**src/rtl/gcm_ghash_seq.sv**
```systemverilog
// gcm_ghash_seq: packs AAD/ciphertext words into 128-bit blocks and sequences a GHASH core into a GCM tag
// clk/reset_n: clock, async active-low reset; start/h_in/ekj0: begin message, capture H and E(K,J0)
// in_*: 32-bit word stream with byte count, type (0 AAD, 1 ciphertext) and segment end
// gh_*: init/next handshake to the GHASH core; tag/tag_valid: result; busy, err: status
module gcm_ghash_seq (
  input  logic         clk,
  input  logic         reset_n,
  input  logic         start,
  input  logic [127:0] h_in,
  input  logic [127:0] ekj0,
  input  logic         in_valid,
  output logic         in_ready,
  input  logic [31:0]  in_data,
  input  logic [2:0]   in_bytes,
  input  logic         in_type,
  input  logic         in_last,
  output logic         gh_init,
  output logic         gh_next,
  output logic [127:0] gh_h0,
  output logic [127:0] gh_x,
  input  logic [127:0] gh_y,
  input  logic         gh_ready,
  output logic [127:0] tag,
  output logic         tag_valid,
  output logic         busy,
  output logic         err
);
  typedef enum logic [3:0] {IDLE, INIT, WAIT_INIT, FILL, HASH, WAIT_HASH, LEN, WAIT_LEN, DONE} state_t;
  state_t state_q, state_d;
  logic [127:0] h_q, h_d, ek_q, ek_d, buf_q, buf_d, x_q, x_d, tag_q, tag_d;
  logic [63:0] len_a_q, len_a_d, len_c_q, len_c_d;
  logic [1:0] w_q, w_d;
  logic c_seen_q, c_seen_d, c_end_q, c_end_d, guard_q, guard_d;
  logic rdy_q, rdy_d, tv_q, tv_d, err_q, err_d;
  logic acc, hash_now;
  logic [2:0] nb;
  logic [31:0] wm;
  logic [127:0] buf_new;
  always_comb begin
    acc = in_valid & rdy_q;
    nb = (in_bytes > 3'd4) ? 3'd4 : in_bytes;
    wm = in_data & ~(32'hffff_ffff >> {nb, 3'b000});
    // every word occupies a 4-byte slot so the pointer stays word aligned
    buf_new = buf_q | ({wm, 96'd0} >> {w_q, 5'd0});
    hash_now = acc & ((w_q == 2'd3) | (in_last & ((w_q != 2'd0) | (nb != 3'd0))));
    gh_init = (state_q == INIT) & gh_ready;
    gh_next = ((state_q == HASH) | (state_q == LEN)) & gh_ready;
    // the core may still show ready in the cycle right after a pulse
    guard_d = gh_init | gh_next;
    state_d = state_q;
    h_d = h_q;
    ek_d = ek_q;
    buf_d = buf_q;
    w_d = w_q;
    x_d = x_q;
    tag_d = tag_q;
    tv_d = tv_q;
    len_a_d = len_a_q + ((acc & ~in_type) ? {58'd0, nb, 3'd0} : 64'd0);
    len_c_d = len_c_q + ((acc & in_type) ? {58'd0, nb, 3'd0} : 64'd0);
    c_seen_d = c_seen_q | (acc & in_type);
    c_end_d = c_end_q | (acc & in_type & in_last);
    err_d = err_q | (acc & ((in_bytes > 3'd4) | (~in_last & (in_bytes < 3'd4)) | (~in_type & c_seen_q)));
    case (state_q)
      IDLE, DONE: if (start) begin
        state_d = INIT;
        h_d = h_in;
        ek_d = ekj0;
        len_a_d = '0;
        len_c_d = '0;
        buf_d = '0;
        w_d = '0;
        c_seen_d = 1'b0;
        c_end_d = 1'b0;
        err_d = 1'b0;
        tv_d = 1'b0;
      end
      INIT: state_d = gh_ready ? WAIT_INIT : INIT;
      WAIT_INIT: state_d = (!guard_q && gh_ready) ? FILL : WAIT_INIT;
      FILL: if (hash_now) begin
        state_d = HASH;
        x_d = buf_new;
        buf_d = '0;
        w_d = '0;
      end else if (acc & in_last & in_type) begin
        state_d = LEN;
        x_d = {len_a_d, len_c_d};
      end else if (acc & ~in_last) begin
        buf_d = buf_new;
        w_d = w_q + 2'd1;
      end
      HASH: state_d = gh_ready ? WAIT_HASH : HASH;
      WAIT_HASH: if (!guard_q && gh_ready) begin
        state_d = c_end_q ? LEN : FILL;
        x_d = c_end_q ? {len_a_q, len_c_q} : x_q;
      end
      LEN: state_d = gh_ready ? WAIT_LEN : LEN;
      WAIT_LEN: if (!guard_q && gh_ready) begin
        state_d = DONE;
        tag_d = gh_y ^ ek_q;
        tv_d = 1'b1;
      end
      default: state_d = IDLE;
    endcase
    rdy_d = state_d == FILL;
  end
  always_ff @(posedge clk or negedge reset_n) begin
    if (!reset_n) begin
      state_q <= IDLE;
      h_q <= '0;
      ek_q <= '0;
      buf_q <= '0;
      x_q <= '0;
      tag_q <= '0;
      len_a_q <= '0;
      len_c_q <= '0;
      w_q <= '0;
      c_seen_q <= 1'b0;
      c_end_q <= 1'b0;
      guard_q <= 1'b0;
      rdy_q <= 1'b0;
      tv_q <= 1'b0;
      err_q <= 1'b0;
    end else begin
      state_q <= state_d;
      h_q <= h_d;
      ek_q <= ek_d;
      buf_q <= buf_d;
      x_q <= x_d;
      tag_q <= tag_d;
      len_a_q <= len_a_d;
      len_c_q <= len_c_d;
      w_q <= w_d;
      c_seen_q <= c_seen_d;
      c_end_q <= c_end_d;
      guard_q <= guard_d;
      rdy_q <= rdy_d;
      tv_q <= tv_d;
      err_q <= err_d;
    end
  end
  assign in_ready = rdy_q;
  assign gh_h0 = h_q;
  assign gh_x = x_q;
  assign tag = tag_q;
  assign tag_valid = tv_q;
  assign err = err_q;
  assign busy = !((state_q == IDLE) || (state_q == DONE));
endmodule

```
**config.mk**
```make
export PLATFORM = sky130hd
export DESIGN_NAME = gcm_ghash_seq
export DESIGN_NICKNAME = d
export VERILOG_FILES = /design/src/rtl/gcm_ghash_seq.sv
export SDC_FILE = /design/constraint.sdc
export NUM_CORES = 2
export LEC_CHECK = 0
export BUFFER_PORTS_ARGS = -buffer_cell sky130_fd_sc_hd__buf_2
export CAP_MARGIN = 10
export CORE_AREA = 4 4 315 317
export CTS_CLUSTER_DIAMETER = 80
export DETAILED_ROUTE_END_ITERATION = 12
export DIE_AREA = 0 0 319 321
export PLACE_DENSITY_LB_ADDON = 0.05
export SLEW_MARGIN = 25
export SYNTH_ARGS = -nofsm -noshare
export SYNTH_HDL_FRONTEND = slang
export SYNTH_SLANG_ARGS = --single-unit
export TNS_END_PERCENT = 30
```
**constraint.sdc**
```tcl
create_clock -name clk -period 7.7 [get_ports clk]
set_input_delay 2.31 -clock clk [delete_from_list [all_inputs] [get_ports clk]]
set_output_delay 2.31 -clock clk [all_outputs]
set_load 0.05 [all_outputs]
```
* After elaboration in Yosys (flattened, before gate mapping)
Index checks and enable logic that the tools add are counted. W data, S select, Z words.
Cells by class: $add $sub $neg 3, magnitude comparators 2, equality and inequality tests 17, shifts and indexed selects 2, multiplexer cells 42, bitwise logic cells 29, reduce and logical (&&, ||, !) cells 16
Operator list (count):
- $mux W128 | 8
- $pmux W128 S2 | 2
- $mux W64 | 4
- $add A64 B6 Y64 | 2
- $or A128 B128 Y128 | 1
- $shr A128 B7 Y128 | 1
- $xor A128 B128 Y128 | 1
- $and A32 B32 Y32 | 1
- $not A32 Y32 | 1
- $pmux W4 S8 | 1
- $shr A32 B6 Y32 const A | 1
- $mux W4 | 5
- $eq A4 B3 Y1 const B | 4
- $and A1 B1 Y1 | 14
- $eq A4 B2 Y1 const B | 3
- $mux W6 | 2
- $mux W1 | 11
- $mux W2 | 5
- $ne A3 B3 Y1 const B | 3
- $or A1 B1 Y1 | 9
- $ne A2 B2 Y1 const B | 4
- $reduce_and A4 Y1 | 2
- $reduce_bool A2 Y1 | 4
- $mux W3 | 2
- 17 further kinds | 20
Storage, ports and cells: bits in registers 780, input port bits 426, output and inout port bits 390, word-level logic and storage cells 126

* Logic depth before layout (Yosys ltp)
word-level depth 11, depth in mapped cells 15, mapped depth without buffers 12

* Least setup slack after synthesis
Ideal clock, no wire load.
path kind in2out, start point input gh_ready, end point output gh_next, arrival 3.539 ns, path slack 1.851 ns, cell stages on the path 2, buffers on the path 0, path through inv_1 -> nor3b_1
Between the ends: longest elaborated chain between the ends 1
Ends and longest elaborated chain:
- start: declaration | line 22 | input logic gh_ready,
- $and A1 B1 Y1 | line 47 | gh_next = ((state_q == HASH) | (state_q == LEN)) & gh_ready;
- end: declaration | line 18 | output logic gh_next,
No other way between the ends.

* Worst setup path after layout
start point input in_bytes[2], end point register x_q[125] (netlist: gh_x[125])
Between the ends: longest elaborated chain between the ends 9, elaborated cells between the ends (all ways) 19, classes of those cells add/sub (1); order compare (1); eq/ne (1); shift (2); mux (5); bitwise (7); reduce/logical (2)
Ends and longest elaborated chain:
- start: declaration | line 14 | input logic [2:0] in_bytes,
- $gt A3 B3 Y1 | line 41 | nb = (in_bytes > 3'd4) ? 3'd4 : in_bytes;
- $mux W3 (*) | line 41
- $shr A32 B6 Y32 / $reduce_bool A3 Y1 (equally long branches) | line 42, 45
- $not A32 Y32 / $or A1 B1 Y1 (equally long branches) | line 42, 45
- $and A32 B32 Y32 / $and A1 B1 Y1 (equally long branches) | line 42, 45
- $shr A128 B7 Y128 / $or A1 B1 Y1 (equally long branches) | line 44, 45
- $or A128 B128 Y128 / $and A1 B1 Y1 (equally long branches) | line 44, 45
- $mux W128 / $ne A3 B3 Y1 (equally long branches)
- $pmux W128 S2 / $reduce_and A4 Y1 (equally long branches)
- end signal: assignment | line 112 | x_q <= '0;
- end signal: assignment | line 128 | x_q <= x_d;
- end: declaration | line 30 | logic [127:0] h_q, h_d, ek_q, ek_d, buf_q, buf_d, x_q, x_d, tag_q, tag_d;
Mark *: on every way between the ends. The rest lies on a longest branch, timed or not. The select of a mux whose other input is x is not followed. A chain may end at the register's enable or synchronous reset.

==> impl_metrics.csv <==
group,metric,value,unit
floorplanning,die_area,102000,µm²
clock_tree,cts_resized,0,
clock_tree,htree_levels,3,
floorplanning,coreArea,96300,µm²
synthesis,synth_cells,3945,
power_and_ir_drop,p_sw_share,47.5,%
routing,wirelength,147,mm
critical_path,rrSetupSlack,3.73,ns
routing,dr.pass1.iters,5,
cells_and_area,multi_input_area,14900,µm²
clock_tree,hold_buffers,0,
cells_and_area,area_delta_synth_final,23.7,%
cells_and_area,nets,5066,
global_route,grt_use_total,27.7,%
worst_hold_path,worstHoldStart,"gh_h0[125]",
cells_and_area,layout-drive-gt1-share,22.3,%
clock_tree,clockRootBuffer,"clkbuf_16",
routing,route.detailed.wl_per_inst,24.4,µm
worst_hold_path,hold_depth,2,
sta,setup-tns-final,0,ns
worst_hold_path,hold_path_class,"reg2reg",
clock_tree,cts_sinks,774,
synthesis,synth_flop_cell,"dfrtp_1",
clock_tree,cts_tree,"yes",
synthesis,ys_types,78,
clock_tree,clock_latency,0.66,ns
synthesis,ys.warnings.count,0,
power_and_ir_drop,power_density,441,nW/µm²
power_and_ir_drop,p_clk_share,23.3,%
power_and_ir_drop,seqPwrFrac,32.9,%
sta,setup_viol,0,
global_route,grt_pass1_wl,212,mm
synthesis,async_flop_share,100,%
sta,rsz0062_at_grt,"no",
sta,period_share,70.5,%
synthesis,ys_seq_elements,774,
synthesis,synth-edff-count,0,
clock_tree,numCtsBuffers,92,
critical_path,crit_type,"in2reg",
global_route,grt_pass1_vias,30300,
worst_hold_path,holdPathEnd,"gh_h0[125]",
routing,drt_iter0_drc,2737,
critical_path,reg2reg_to,"gh_x[125]",
synthesis,yosysSeqAreaShare,54.9,%
synthesis,synth_area,35300,µm²
power_and_ir_drop,p_comb_share,43.8,%
synthesis,syn_nets,4381,
synthesis,avgSynthCellArea,8.94,µm²
critical_path,r2r-start,"in_ready",
sta,worst_slack,2.27,ns
global_route,antenna_found_initial,34,
power_and_ir_drop,power.switching,9130,µW
cells_and_area,post-route-util,45.3,%
sta,hold_violations,0,
clock_tree,clk_pin_slew_worst_paths,0.06,ns
synthesis,synthTopCellsByArea,"dfrtp_1 (55%), nand2_1 (11%), xnor2_1 (4.7%), nor2_1 (4.2%), a21oi_1 (4.0%)",
power_and_ir_drop,p_leak,0.0210,µW
routing,drc,0,
critical_path,worstPathMaxFanout,29,
critical_path,worstPathRequired,8.29,ns
cells_and_area,fin_cells,6000,
clock_tree,cts_setup_buffers,0,
critical_path,worstSetupStartpointType,"input pin",
cells_and_area,nFillCells,9749,
placed_design,port_buffers,815,
cells_and_area,regArea,19400,µm²
floorplanning,die_height,321,µm
critical_path,rr_worst_depth,11,
sta,clock.fmax,184,MHz
placed_design,dp.cells,5811,
placed_design,dp_hpwl,106,mm
global_route,grt_max_degree,150,
critical_path,critPathCaptureType,"flop",
floorplanning,start_util,36.6,%
sta,min_period,5.43,ns
synthesis,synth.largest_area_cell,"dfrtp_1",
outcome,status,"finished clean",
sta,slew-limit-headroom,30.6,%
floorplanning,rows,114,
clock_tree,clockBufferDepth,3,
power_and_ir_drop,p_int,10100,µW
routing,ant_nets,0,
placed_design,dp_slack,1.68,ns
sta,fin_skew,0.0237,ns
floorplanning,die_x,319,µm
placed_design,routabilityCongestion,0.888,
power_and_ir_drop,finalPower,19200,µW
global_route,overflow,0,
routing,routed_via_density,5.24,
synthesis,synth_top_area_share,54.9,%
sta,final_max_slew_viol_count,0,
routing,vias,31400,
sta,worst_slew_pin_slew,1.04,ns
power_and_ir_drop,vdd_drop_max,0.279,mV
critical_path,arrival,6.01,ns
floorplanning,io_pins,816,
run,drv_cap,0,
## placed cells by master, fill, tap and decap left out, drive strengths merged, types with 10 or more instances in the layout
master  instances
clkbuf        147
o21a           26
and2           35
a211oi         34
a221oi         12
and3           27
o22ai          23
a21oi         282
a31oi          83
dfrtp         774
o221a          10
and4           23
xor2           40
xnor2         188
buf           860
or3            14
o21ai         240
nand4          43
nor3           64
o211ai         12
diode          24
nor2          399
inv            28
nand3          46
nand2        1077
nor4           36
## power groups by stage
stage | sequential [µW] | clock [µW] | combinational, µW
after floorplan | 9410 | 0 | 2600
after global placement | 6350 | 0 | 8440
after detailed placement | 6360 | 0 | 8480
after CTS | 6330 | 4590 | 8490
after global routing | 6500 | 4750 | 8980
final | 6320 | 4490 | 8410
## metrics by stage
stage | hold slack, ns | instance area [µm²]
after global placement | 0.453 | 40400
after CTS | 0.471 | 43500
after detailed placement | 0.457 | 40500
after floorplan | 0.444 | 35300
after global routing | 0.484 | 43600
final | 0.470 | 43600
## cells by family (layout without fill, tap and decap cells)
logic type / count (synthesis) / after routing / synth area share (%)
adder cells (fa/ha/maj): 10 / 10 / 0.397
XOR/XNOR: 228 / 228 / 5.66
buffers and inverters: 294 / 1049 / 3.23
other: 0 / 24 / 0
multiplexers: 6 / 6 / 0.177
flip-flops: 774 / 774 / 54.9
AO/OA/AOI/OAI: 821 / 821 / 13.9
AND/OR/NAND/NOR: 1812 / 1812 / 21.8
## cells in the mapped netlist, types with 25 or more instances
library cell / instances
nand2_1: 1077
dfrtp_1: 774
nor2_1: 399
a21oi_1: 282
o21ai_0: 236
clkbuf_1: 235
xnor2_1: 188
a31oi_1: 83
nor3_1: 60
nand3_1: 46
nand4_1: 42
xor2_1: 40
a211oi_1: 34
and2_1: 33
nor4_1: 31
and3_1: 27
o21a_1: 26
inv_1: 25
## metal layers
metal / routed length, µm / up-vias / track usage (%)
met4: 3730 / 8 / 7.40
li1: - / 14700 / -
met2: 70000 / 1079 / 45.2
met1: 63500 / 15400 / 38.1
met3: 9230 / 181 / 5.11
met5: 54 / - / 0
## critical path: stages
cell and delay (ns):
buf_2 0.25, inv_1 0.21, nand2_1 0.09, nor3_1 0.22, ha_1 0.26, inv_1 0.07, fa_1 0.42, nor2b_1 0.47
o2111ai_2 0.45, nor4_1 0.48, nand4_1 0.23, or3_1 0.38, a31oi_1 0.16
## layout make-up
class	count	area share, %
multi-input cells	2877	34.1
repair buffers	860	10.5
inverters	25	0.215
clock buffers	147	6.52
diodes	24	0.138
flip-flops and latches	774	44.4
well taps	1276	3.66
clock inverters	17	0.559
## registers in the layout (all words and copies together) (netlist names)
name and cells:
buf_q 128, c_end_q 1, c_seen_q 1, ek_q 128, err 1, gh_h0 128
gh_x 128, guard_q 1, in_ready 1, len_a_q 61, len_c_q 61, state_q 4
tag 128, tag_valid 1, w_q 2
## worst max path at each step
stage                            from  depth (start not counted)        end  slack [ns]
after floorplan              gh_ready                          2    gh_next        1.85
after global placement    in_bytes[2]                         13  gh_x[125]        1.44
after detailed placement  in_bytes[2]                         13  gh_x[125]        1.68
after CTS                    gh_ready                          4    gh_next        2.27
after global routing      in_bytes[2]                         13  gh_x[125]        2.00
final                     in_bytes[2]                         13  gh_x[125]        2.27
No activity file was read; power rests on OpenSTA's default activity.
